<file path="config.mk">
export PLATFORM = sky130hd
export DESIGN_NAME = switch_debouncer
export DESIGN_NICKNAME = d
export VERILOG_FILES = /design/src/rtl/switch_debouncer.sv
export SDC_FILE = /design/constraint.sdc
export NUM_CORES = 1
export LEC_CHECK = 0
export ABC_AREA = 1
export CORE_MARGIN = 3
export CORE_UTILIZATION = 56
export CTS_BUF_LIST = sky130_fd_sc_hd__clkbuf_8
export CTS_CLUSTER_DIAMETER = 30
export DETAILED_ROUTE_END_ITERATION = 8
export PLACE_DENSITY = 0.71
export SETUP_SLACK_MARGIN = 0.1
export SYNTH_ARGS = -nofsm -noshare
export SYNTH_HDL_FRONTEND = slang
export SYNTH_SLANG_ARGS = --single-unit
</file>
<file path="constraint.sdc">
create_clock -name clk_clk -period 12.8 [get_ports clk_clk]
set_input_delay 2.56 -clock clk_clk [delete_from_list [all_inputs] [get_ports clk_clk]]
set_output_delay 2.56 -clock clk_clk [all_outputs]
set_load 0.02 [all_outputs]
</file>
<file path="src/rtl/switch_debouncer.sv">
// switch_debouncer: 2-FF synchronise and debounce raw slide switches, with edge strobes
module switch_debouncer #(
    parameter int WIDTH         = 8,
    parameter int STABLE_CYCLES = 1000000
) (
    input  logic             clk_clk,
    input  logic             reset_reset,
    input  logic [WIDTH-1:0] sw_raw,
    output logic [WIDTH-1:0] sw_debounced,
    output logic [WIDTH-1:0] sw_rise,
    output logic [WIDTH-1:0] sw_fall,
    output logic             sw_changed
);
    localparam int CNT_W = $clog2(STABLE_CYCLES);
    localparam logic [CNT_W-1:0] CNT_MAX = CNT_W'(STABLE_CYCLES - 1);

    logic [WIDTH-1:0]            sync1_q, sync1_d, sync2_q, sync2_d;
    logic [WIDTH-1:0]            deb_q, deb_d, rise_q, rise_d, fall_q, fall_d;
    logic                        chg_q, chg_d;
    logic [WIDTH-1:0][CNT_W-1:0] cnt_q, cnt_d;

    // Per-bit stability count; a bit is accepted only after the terminal count, any return to the accepted level restarts it
    always_comb begin
        sync1_d = sw_raw;
        sync2_d = sync1_q;
        deb_d   = deb_q;
        cnt_d   = cnt_q;
        for (int i = 0; i < WIDTH; i++) begin
            if (sync2_q[i] == deb_q[i]) begin
                cnt_d[i] = '0;
            end else if (cnt_q[i] == CNT_MAX) begin
                deb_d[i] = sync2_q[i];
                cnt_d[i] = '0;
            end else begin
                cnt_d[i] = cnt_q[i] + CNT_W'(1);
            end
        end
        rise_d = deb_d & ~deb_q;
        fall_d = ~deb_d & deb_q;
        chg_d  = |(deb_d ^ deb_q);
    end

    // All state, including the strobes, is registered so outputs come straight from flops
    always_ff @(posedge clk_clk or posedge reset_reset) begin
        if (reset_reset) begin
            sync1_q <= '0;
            sync2_q <= '0;
            deb_q   <= '0;
            cnt_q   <= '0;
            rise_q  <= '0;
            fall_q  <= '0;
            chg_q   <= 1'b0;
        end else begin
            sync1_q <= sync1_d;
            sync2_q <= sync2_d;
            deb_q   <= deb_d;
            cnt_q   <= cnt_d;
            rise_q  <= rise_d;
            fall_q  <= fall_d;
            chg_q   <= chg_d;
        end
    end

    assign sw_debounced = deb_q;
    assign sw_rise      = rise_q;
    assign sw_fall      = fall_q;
    assign sw_changed   = chg_q;
endmodule

</file>
==> impl_metrics.toml, run 1 <==
[clock_network]
cts_buffers = 44
clock_tree_from_tritoncts = "built"
root_buffer = "sky130_fd_sc_hd__clkbuf_8"
h_tree_level_count = 2
buffer_count_from_post_cts_setup_fixing = 0
post_cts_resized = 0
worstSkewPairLatency_ns = 0.54
max-clock-path-buffers = 3
worst_setup_hold_path_clk_slew_ns = 0.06
hold_buf_count_cts = 0
cts_num_sinks = 201

[die]
floorplan.initialDensity_pct = 58.1
die_h_um = 144
die_width_um = 144
coreArea_mm2 = 0.0183
std_cell_rows = 49
fp.dieArea_mm2 = 0.0207
io_pins = 35

[synthesis]
synth.yosys.warnings = 0
number_of_flops_mapped_to_enable_cells_by_yosys = 0
syn-cell-area_mm2 = 0.0106
asyncSetResetFlopFracSynth_pct = 100
yosysMostFrequentCell = "sky130_fd_sc_hd__nor2_1"
synth_cell_type_count = 33
leading_register_cell_type_out_of_synthesis = "sky130_fd_sc_hd__dfrtp_1"
yosys-top-cells-count = "343 x sky130_fd_sc_hd__nor2_1, 245 x sky130_fd_sc_hd__nand2_1, 201 x sky130_fd_sc_hd__dfrtp_1"
netlist_top_cells_area = "sky130_fd_sc_hd__dfrtp_1 47%, sky130_fd_sc_hd__nor2_1 12%, sky130_fd_sc_hd__nand2_1 8.6%"
synth_instances = 1355
syn_nets = 1389
share_of_synthesized_area_occupied_by_flip_flops_and_latches_pct = 47.2
synth_area_per_cell_um2 = 7.86
yosysTopAreaCellShare_pct = 47.2
postSynthRegisterBits = 201
synth.largest_area_cell = "sky130_fd_sc_hd__dfrtp_1"

[layout]
fraction_of_layout_cells_with_a_size_suffix_above_1_pct = 10.6
utilization_pct = 67.0
syn_to_final_growth_pct = 15.3
num-nets-final = 1465
finish.cell_count_without_fillers = 1693
antenna_fix_cells = 0

[setup_path]
timing.critical_path.max_delay_family = "buffers and inverters"
timing.critical_path.slowest_stage_cell = "sky130_fd_sc_hd__clkdlybuf4s50_1"
data_required_time_at_the_worst_endpoint_ns = 10.24
timing.critical_path.arrival_ns = 1.60
crit_chain = "clkdlybuf4s50_1"
critical_path_peak_fanout = 4
max_stage_delay_ns = 0.64
cp-end-kind = "output pin"
cp_num_buf_inv = 1
timing.critical_path.from_type = "register"
path_class = "reg -> out"

[grt]
grt_first_pass_wirelength_mm = 37.4
grt_use_total_pct = 21.8
maximum_number_of_pins_on_one_net_before_global_route_repair = 124
antenna_found_initial = 0
number_of_global_route_vias_before_repair = 8200
global_route.overflow_total = 0

[power_and_ir_drop]
cellPowerDensity_mw_per_mm2 = 120
p_leak_uw = 0.00547
worst_ir_drop_vdd_mv = 0.0954

[outcome]
outcome = "completed"

[detailed_routing]
wl_mm = 21.5
vias_per_cell = 5.09
detail_route.wl_per_cell_um = 12.7
detail_route.iter0.violations = 477
num_vias = 8617
antenna_violating_nets_post_route = 0
drt_pre_antenna_iters = 5
drc = 0

[sta]
slew-limit-headroom_pct = 24.6
setup_repair_after_global_routing_missed_its_margin = "false"
tightest_slew_ns = 1.12
final-hold-violation-count = 0
timing.final.setup_violations = 0
timing_max_transition_violations_final = 0
finalHoldWorstSlack_ns = 0.349
fmaxAchievable_mhz = 240
fin_worst_skew_ns = 0.0344
ratio_of_final_minimum_period_to_clock_period_pct = 32.5
period_needed_ns = 4.16
setup_tns_ns = 0

[placed_design]
numPortBuffers = 34
globalplace.congestion = 0.913
post-place-cells = 1614
detailedPlacementHpwl_mm = 15.3

[worst_hold_path]
hold_path_class = "reg -> reg"

[flow_run]
maxCapViolations = 0
## power breakdown
part           switching, uW  leakage, uW  internal, uW
Clock                    295     0.000523           487
Combinational           29.3      0.00219          11.4
Sequential              6.65      0.00275           645
## metrics by stage
| step | power, uW | cell area [um^2] | worst slack (ns) |
|---|---|---|---|
| 2_1_floorplan | 691 | 10600 | 4.76 |
| 4_1_cts | 1500 | 12300 | 8.56 |
| 5_1_grt | 1540 | 12300 | 8.30 |
| 6_report | 1470 | 12300 | 8.64 |
| 3_5_place_dp | 705 | 11300 | 7.99 |
| 3_3_place_gp | 704 | 11300 | 8.01 |
## final timing paths
| kind | from | to | slack, ns | depth (start not counted) |
|---|---|---|---|---|
| max reg2reg | cnt_q[80] | sw_changed | 10.56 | 9 |
| min in group asynchronous | reset_reset | sync1_q[4] | 2.55 | 2 |
| min reg2reg | sync1_q[1] | sync2_q[1] | 0.35 | 0 |
| max in group asynchronous | reset_reset | cnt_q[27] | 8.65 | 3 |
| min | sync1_q[1] | sync2_q[1] | 0.35 | 0 |
| max | sw_debounced[0] | sw_debounced[0] | 8.64 | 1 |
## area by class of cell
class                      instances  area (um^2)
fill                            1563         6050
multi-input combinational        999         5030
sequential                       201         5030
clock buffer                      54          743
inverter                         150          571
timing repair buffer              35          348
tap                              229          287
clock inverter                    25          270
## sequential cells by signal (all words and copies together) (netlist names)
signal        cells
cnt_q           160
sw_rise           8
sw_debounced      8
sync2_q           8
sync1_q           8
sw_fall           8
sw_changed        1
## logic make-up (layout without fill, tap and decap cells)
kind of cell             Yosys count  in the layout  synth area share, %
AND/OR/NAND/NOR                  851            851                 35.3
adder cells (fa/ha/maj)           24             24                 2.82
flip-flops                       201            201                 47.2
XOR/XNOR                          83             83                 7.11
AO/OA/AOI/OAI                     41             41                 2.02
buffers and inverters            155            264                 5.51
## layer usage
layer	vias up	share of wire (%)	track usage (%)	routed length (um)
met4	0	2.1	6.99	444
met1	3958	49	32.1	10600
li1	4412	-	-	-
met5	-	0	0	0
met3	47	4.9	3.99	1040
met2	200	44	32.8	9440
## layout by cell type (no fill, tap or decap), drive strengths merged
cell and n:
a21oi 15, and2 3, buf 1, bufinv 5
clkbuf 54, clkdlybuf4s50 34, clkinv 7, clkinvlp 6
dfrtp 201, ha 24, inv 157, nand2 263
nand3 154, nand3b 5, nand4 15, nor2 378
nor3 22, nor3b 7, nor4 1, o21ai 25
o21bai 1, or2 3, xnor2 26, xor2 57
Note: power is estimated with default switching activity, not from simulation.
==> run 2, diff against run 1 <==
Settings changed: PLACE_DENSITY 0.71 to 0.74.
Clock period 12.8 ns to 3.8 ns, I/O delays scaled along.
==> impl_metrics.toml, run 2 (synthesis results as in run 1) <==
[setup_path]
crit_chain = "clkdlybuf4s50_1"
cp_num_buf_inv = 1
max_stage_delay_ns = 0.70
logic_depth_of_the_worst_register_to_register_path = 9
timing.reg2reg.setup_slack_ns = 1.62
cp-end-kind = "output pin"
critical_path.reg2reg.endpoint = "sw_changed"
timing.critical_path.from_type = "register"
timing.critical_path.max_delay_family = "buffers and inverters"
critical_path_peak_fanout = 4
path_class = "reg -> out"
timing.critical_path.arrival_ns = 1.69
worstReg2RegStart = "cnt_q[100]"
data_required_time_at_the_worst_endpoint_ns = 3.04
timing.critical_path.slowest_stage_cell = "sky130_fd_sc_hd__clkdlybuf4s50_1"

[clock_network]
h_tree_level_count = 2
buffer_count_from_post_cts_setup_fixing = 0
root_buffer = "sky130_fd_sc_hd__clkbuf_8"
worst_setup_hold_path_clk_slew_ns = 0.06
hold_buf_count_cts = 0
cts_num_sinks = 201
post_cts_resized = 0
clock_tree_from_tritoncts = "built"
cts_buffers = 45
max-clock-path-buffers = 3
worstSkewPairLatency_ns = 0.55

[power_and_ir_drop]
cellInternalPower_uw = 3790
power.net_switching_uw = 1130
switching_share_pct = 23.0
p_leak_uw = 0.00547
worst_ir_drop_vdd_mv = 0.324
share_seq_of_total_power_pct = 44.6
clock_power_share_pct = 52.5
cellPowerDensity_mw_per_mm2 = 400
p_total_uw = 4920
power_frac_comb_pct = 2.9

[grt]
number_of_global_route_vias_before_repair = 8290
grt_first_pass_wirelength_mm = 37.9
maximum_number_of_pins_on_one_net_before_global_route_repair = 115
grt_use_total_pct = 22.2
antenna_found_initial = 0
global_route.overflow_total = 0

[detailed_routing]
drt_pre_antenna_iters = 5
antenna_violating_nets_post_route = 0
detail_route.iter0.violations = 565
wl_mm = 21.7
num_vias = 8688
drc = 0
detail_route.wl_per_cell_um = 12.8
vias_per_cell = 5.13

[layout]
largest_register_ff_count = 160
mostFrequentLayoutCells = "343 x sky130_fd_sc_hd__nor2_1, 245 x sky130_fd_sc_hd__nand2_1, 201 x sky130_fd_sc_hd__dfrtp_1, 151 x sky130_fd_sc_hd__inv_1, 149 x sky130_fd_sc_hd__nand3_1"
fraction_of_layout_cells_with_a_size_suffix_above_1_pct = 10.4
mostFrequentLayoutCell = "sky130_fd_sc_hd__nor2_1"
fillers = 1500
sequential_cell_area_mm2 = 0.00503
num-nets-final = 1467
multi_input_area_mm2 = 0.00503
syn_to_final_growth_pct = 15.4
finished_layout_cell_area_mm2 = 0.0123
registers.top_by_ff_count = "cnt_q"
antenna_fix_cells = 0
finish.cell_count_without_fillers = 1695

[placed_design]
numPortBuffers = 34
post-place-cells = 1615
post_dp_cell_area_mm2 = 0.0113
globalplace.congestion = 0.912
detailedPlacementHpwl_mm = 15.5

[sta]
tightest_slew_ns = 1.13
fin_worst_skew_ns = 0.0320
finalHoldWorstSlack_ns = 0.312
timing.final.setup_violations = 0
timing_max_transition_violations_final = 0
slew-limit-headroom_pct = 24.2
fmaxAchievable_mhz = 409
ratio_of_final_minimum_period_to_clock_period_pct = 64.4
final-hold-violation-count = 0
setup_tns_ns = 0
period_needed_ns = 2.45
setup_repair_after_global_routing_missed_its_margin = "false"

[die]
std_cell_rows = 49
fp.dieArea_mm2 = 0.0207
die_width_um = 144
die_h_um = 144
floorplan.initialDensity_pct = 58.1
io_pins = 35
coreArea_mm2 = 0.0183

[worst_hold_path]
min_delay_worst_endpoint = "sync2_q[3]"
hold_path_class = "reg -> reg"
worstHoldStart = "sync1_q[3]"
min_delay_path_depth = 0

[outcome]
outcome = "completed"

[flow_run]
maxCapViolations = 0
run 2: worst max-delay path by stage:
stage / from / end / slack [ns] / cells after the start
6_report: sw_debounced[7] / sw_debounced[7] / 1.35 / 1
3_5_place_dp: cnt_q[40] / sw_changed / 1.64 / 9
3_3_place_gp: cnt_q[40] / sw_changed / 1.73 / 9
5_1_grt: sw_debounced[7] / sw_debounced[7] / 1.28 / 1
2_1_floorplan: reset_reset / cnt_q[0] / 0.44 / 1
4_1_cts: sw_debounced[7] / sw_debounced[7] / 1.32 / 1
run 2: stage by stage:
stage          utilization [%]  setup WS (ns)
2_1_floorplan                -          0.438
3_3_place_gp              61.6           1.73
3_5_place_dp              61.6           1.64
4_1_cts                   67.0           1.32
5_1_grt                   67.0           1.28
6_report                  67.0           1.35
run 2: power by group through the flow:
| stage | clock network (uW) | logic (uW) | registers (uW) |
|---|---|---|---|
| after floorplan | 0 | 102 | 2230 |
| after CTS | 2650 | 147 | 2190 |
| after detailed placement | 0 | 146 | 2230 |
| after global routing | 2780 | 165 | 2200 |
| final | 2580 | 142 | 2190 |
| after global placement | 0 | 144 | 2230 |
run 2: cell type report:
type / instances / share of cell area, %
repair buffers: 36 / 3.10
multi-input cells: 999 / 40.9
inverters: 150 / 4.61
flip-flops and latches: 201 / 40.9
clock inverters: 30 / 2.47
clock buffers: 50 / 5.60
well taps: 229 / 2.33
run 2: per-layer routing:
metal  track usage [%]  up-vias  part of all wire [%]
li1                  -     4414                     -
met1              30.8     4014                    47
met2              35.1      223                    45
met3              5.19       37                   6.0
met4              6.19        0                   1.9
met5                 0        -                     0
==> run 3, diff against run 2 <==
Settings changed: PLACE_DENSITY 0.74 to 0.71.
Clock period 3.8 ns to 2.4 ns, I/O delays scaled along.
==> impl_metrics.toml, run 3 (synthesis results as in run 1) <==
[layout]
antenna_fix_cells = 0
mostFrequentLayoutCells = "343 x sky130_fd_sc_hd__nor2_1, 245 x sky130_fd_sc_hd__nand2_1, 201 x sky130_fd_sc_hd__dfrtp_1, 149 x sky130_fd_sc_hd__nand3_1, 147 x sky130_fd_sc_hd__inv_1"
largest_register_ff_count = 160
mostFrequentLayoutCell = "sky130_fd_sc_hd__nor2_1"
fraction_of_layout_cells_with_a_size_suffix_above_1_pct = 11.0
sequential_cell_area_mm2 = 0.00503
registers.top_by_ff_count = "cnt_q"
num-nets-final = 1469
syn_to_final_growth_pct = 15.4
fillers = 1536
finish.cell_count_without_fillers = 1699
multi_input_area_mm2 = 0.00503

[sta]
ratio_of_final_minimum_period_to_clock_period_pct = 88.9
fmaxAchievable_mhz = 469
fin_worst_skew_ns = 0.0129
final.setup.worst_slack_ns = 0.266
timing.final.setup_violations = 0
tightest_slew_ns = 0.529
timing_max_transition_violations_final = 0
setup_repair_after_global_routing_missed_its_margin = "false"
final-hold-violation-count = 0
slew-limit-headroom_pct = 64.7
period_needed_ns = 2.13

[worst_hold_path]
worstHoldStart = "sync1_q[3]"
hold_path_class = "reg -> reg"

[setup_path]
crit_chain = "clkdlybuf4s50_1"
max_stage_delay_ns = 0.65
timing.critical_path.max_delay_family = "buffers and inverters"
data_required_time_at_the_worst_endpoint_ns = 1.92
timing.critical_path.from_type = "register"
timing.critical_path.arrival_ns = 1.65
path_class = "reg -> out"
worstReg2RegStart = "cnt_q[0]"
timing.critical_path.slowest_stage_cell = "sky130_fd_sc_hd__clkdlybuf4s50_1"
cp_num_buf_inv = 1
timing.critical_path.from = "sw_debounced[0]"
critical_path_peak_fanout = 4
cp-end-kind = "output pin"

[clock_network]
buffer_count_from_post_cts_setup_fixing = 0
worst_setup_hold_path_clk_slew_ns = 0.05
worstSkewPairLatency_ns = 0.54
clock_tree_from_tritoncts = "built"
h_tree_level_count = 2
max-clock-path-buffers = 3
cts_num_sinks = 201
cts_buffers = 45
root_buffer = "sky130_fd_sc_hd__clkbuf_8"
hold_buf_count_cts = 0

[grt]
grt_first_pass_wirelength_mm = 36.8
maximum_number_of_pins_on_one_net_before_global_route_repair = 102
global_route.overflow_total = 0
number_of_global_route_vias_before_repair = 8013
antenna_found_initial = 0
grt_use_total_pct = 21.4

[placed_design]
post-place-cells = 1617
globalplace.congestion = 0.906
place_ws_ns = 0.297
numPortBuffers = 34
detailedPlacementHpwl_mm = 15.3

[detailed_routing]
dr_wl_met2_mm = 9.06
detail_route.wl_per_cell_um = 12.5
wire_length_on_met3_mm = 1.15
highest_layer = "met4"
wl_met1_mm = 10.5
vias_per_cell = 5.02
num_vias = 8522
antenna_violating_nets_post_route = 0
drt_pre_antenna_iters = 6
detail_route.iter0.violations = 505
drc = 0
wl_mm = 21.2

[die]
die_h_um = 144
io_pins = 35
die_width_um = 144
fp.dieArea_mm2 = 0.0207
std_cell_rows = 49
floorplan.initialDensity_pct = 58.1
coreArea_mm2 = 0.0183

[power_and_ir_drop]
p_total_uw = 7640
p_leak_uw = 0.00545
cellPowerDensity_mw_per_mm2 = 622
worst_ir_drop_vdd_mv = 0.551

[flow_run]
maxCapViolations = 0

[outcome]
outcome = "completed"
## run 3: path summary, 6_finish.rpt
| path | slack, ns | depth (start not counted) | to |
|---|---|---|---|
| max | 0.27 | 1 | sw_debounced[0] |
| min | 0.35 | 0 | sync2_q[3] |
| max reg2reg | 0.32 | 9 | sw_changed |
| min reg2reg | 0.35 | 0 | sync2_q[3] |
| max in group asynchronous | 1.50 | 3 | cnt_q[111] |
| min in group asynchronous | 0.38 | 3 | cnt_q[138] |
## run 3: what timing repair did
item | in CTS | in global routing
setup endpoints to repair | 0 | 1
hold endpoints to repair | 0 | 0
resized for setup | 0 | 1
## run 3: report_power, final
part           switching, uW  leakage (uW)  total (uW)  internal, uW
logic                    154       0.00221         222          68.0
registers               34.5       0.00275        3470          3440
clock network           1620      0.000488        3950          2320
## run 3: per-layer routing
layer  up-vias  GRT usage, %
met3        45          4.19
met5         -             0
met1      3855          31.7
li1       4427             -
met2       195          31.7
met4         0          7.38
## run 3: layout make-up
class / count / area share (%)
Clock buffer: 51 / 5.71
Clock inverter: 31 / 2.22
Tap cell: 229 / 2.33
Sequential cell: 201 / 40.9
Inverter: 150 / 4.61
Timing Repair Buffer: 38 / 3.22
Multi-Input combinational cell: 999 / 41.0
## run 3: through the flow
step / TNS (ns) / hold WS (ns) / utilization, % / area, um^2
after floorplan: -137.15 / 0.331 / - / 10700
after global placement: 0 / 0.331 / 61.7 / 11300
after detailed placement: 0 / 0.335 / 61.7 / 11300
after CTS: 0 / 0.332 / 67.0 / 12300
after global routing: 0 / 0.332 / 67.0 / 12300
final: 0 / 0.346 / 67.0 / 12300
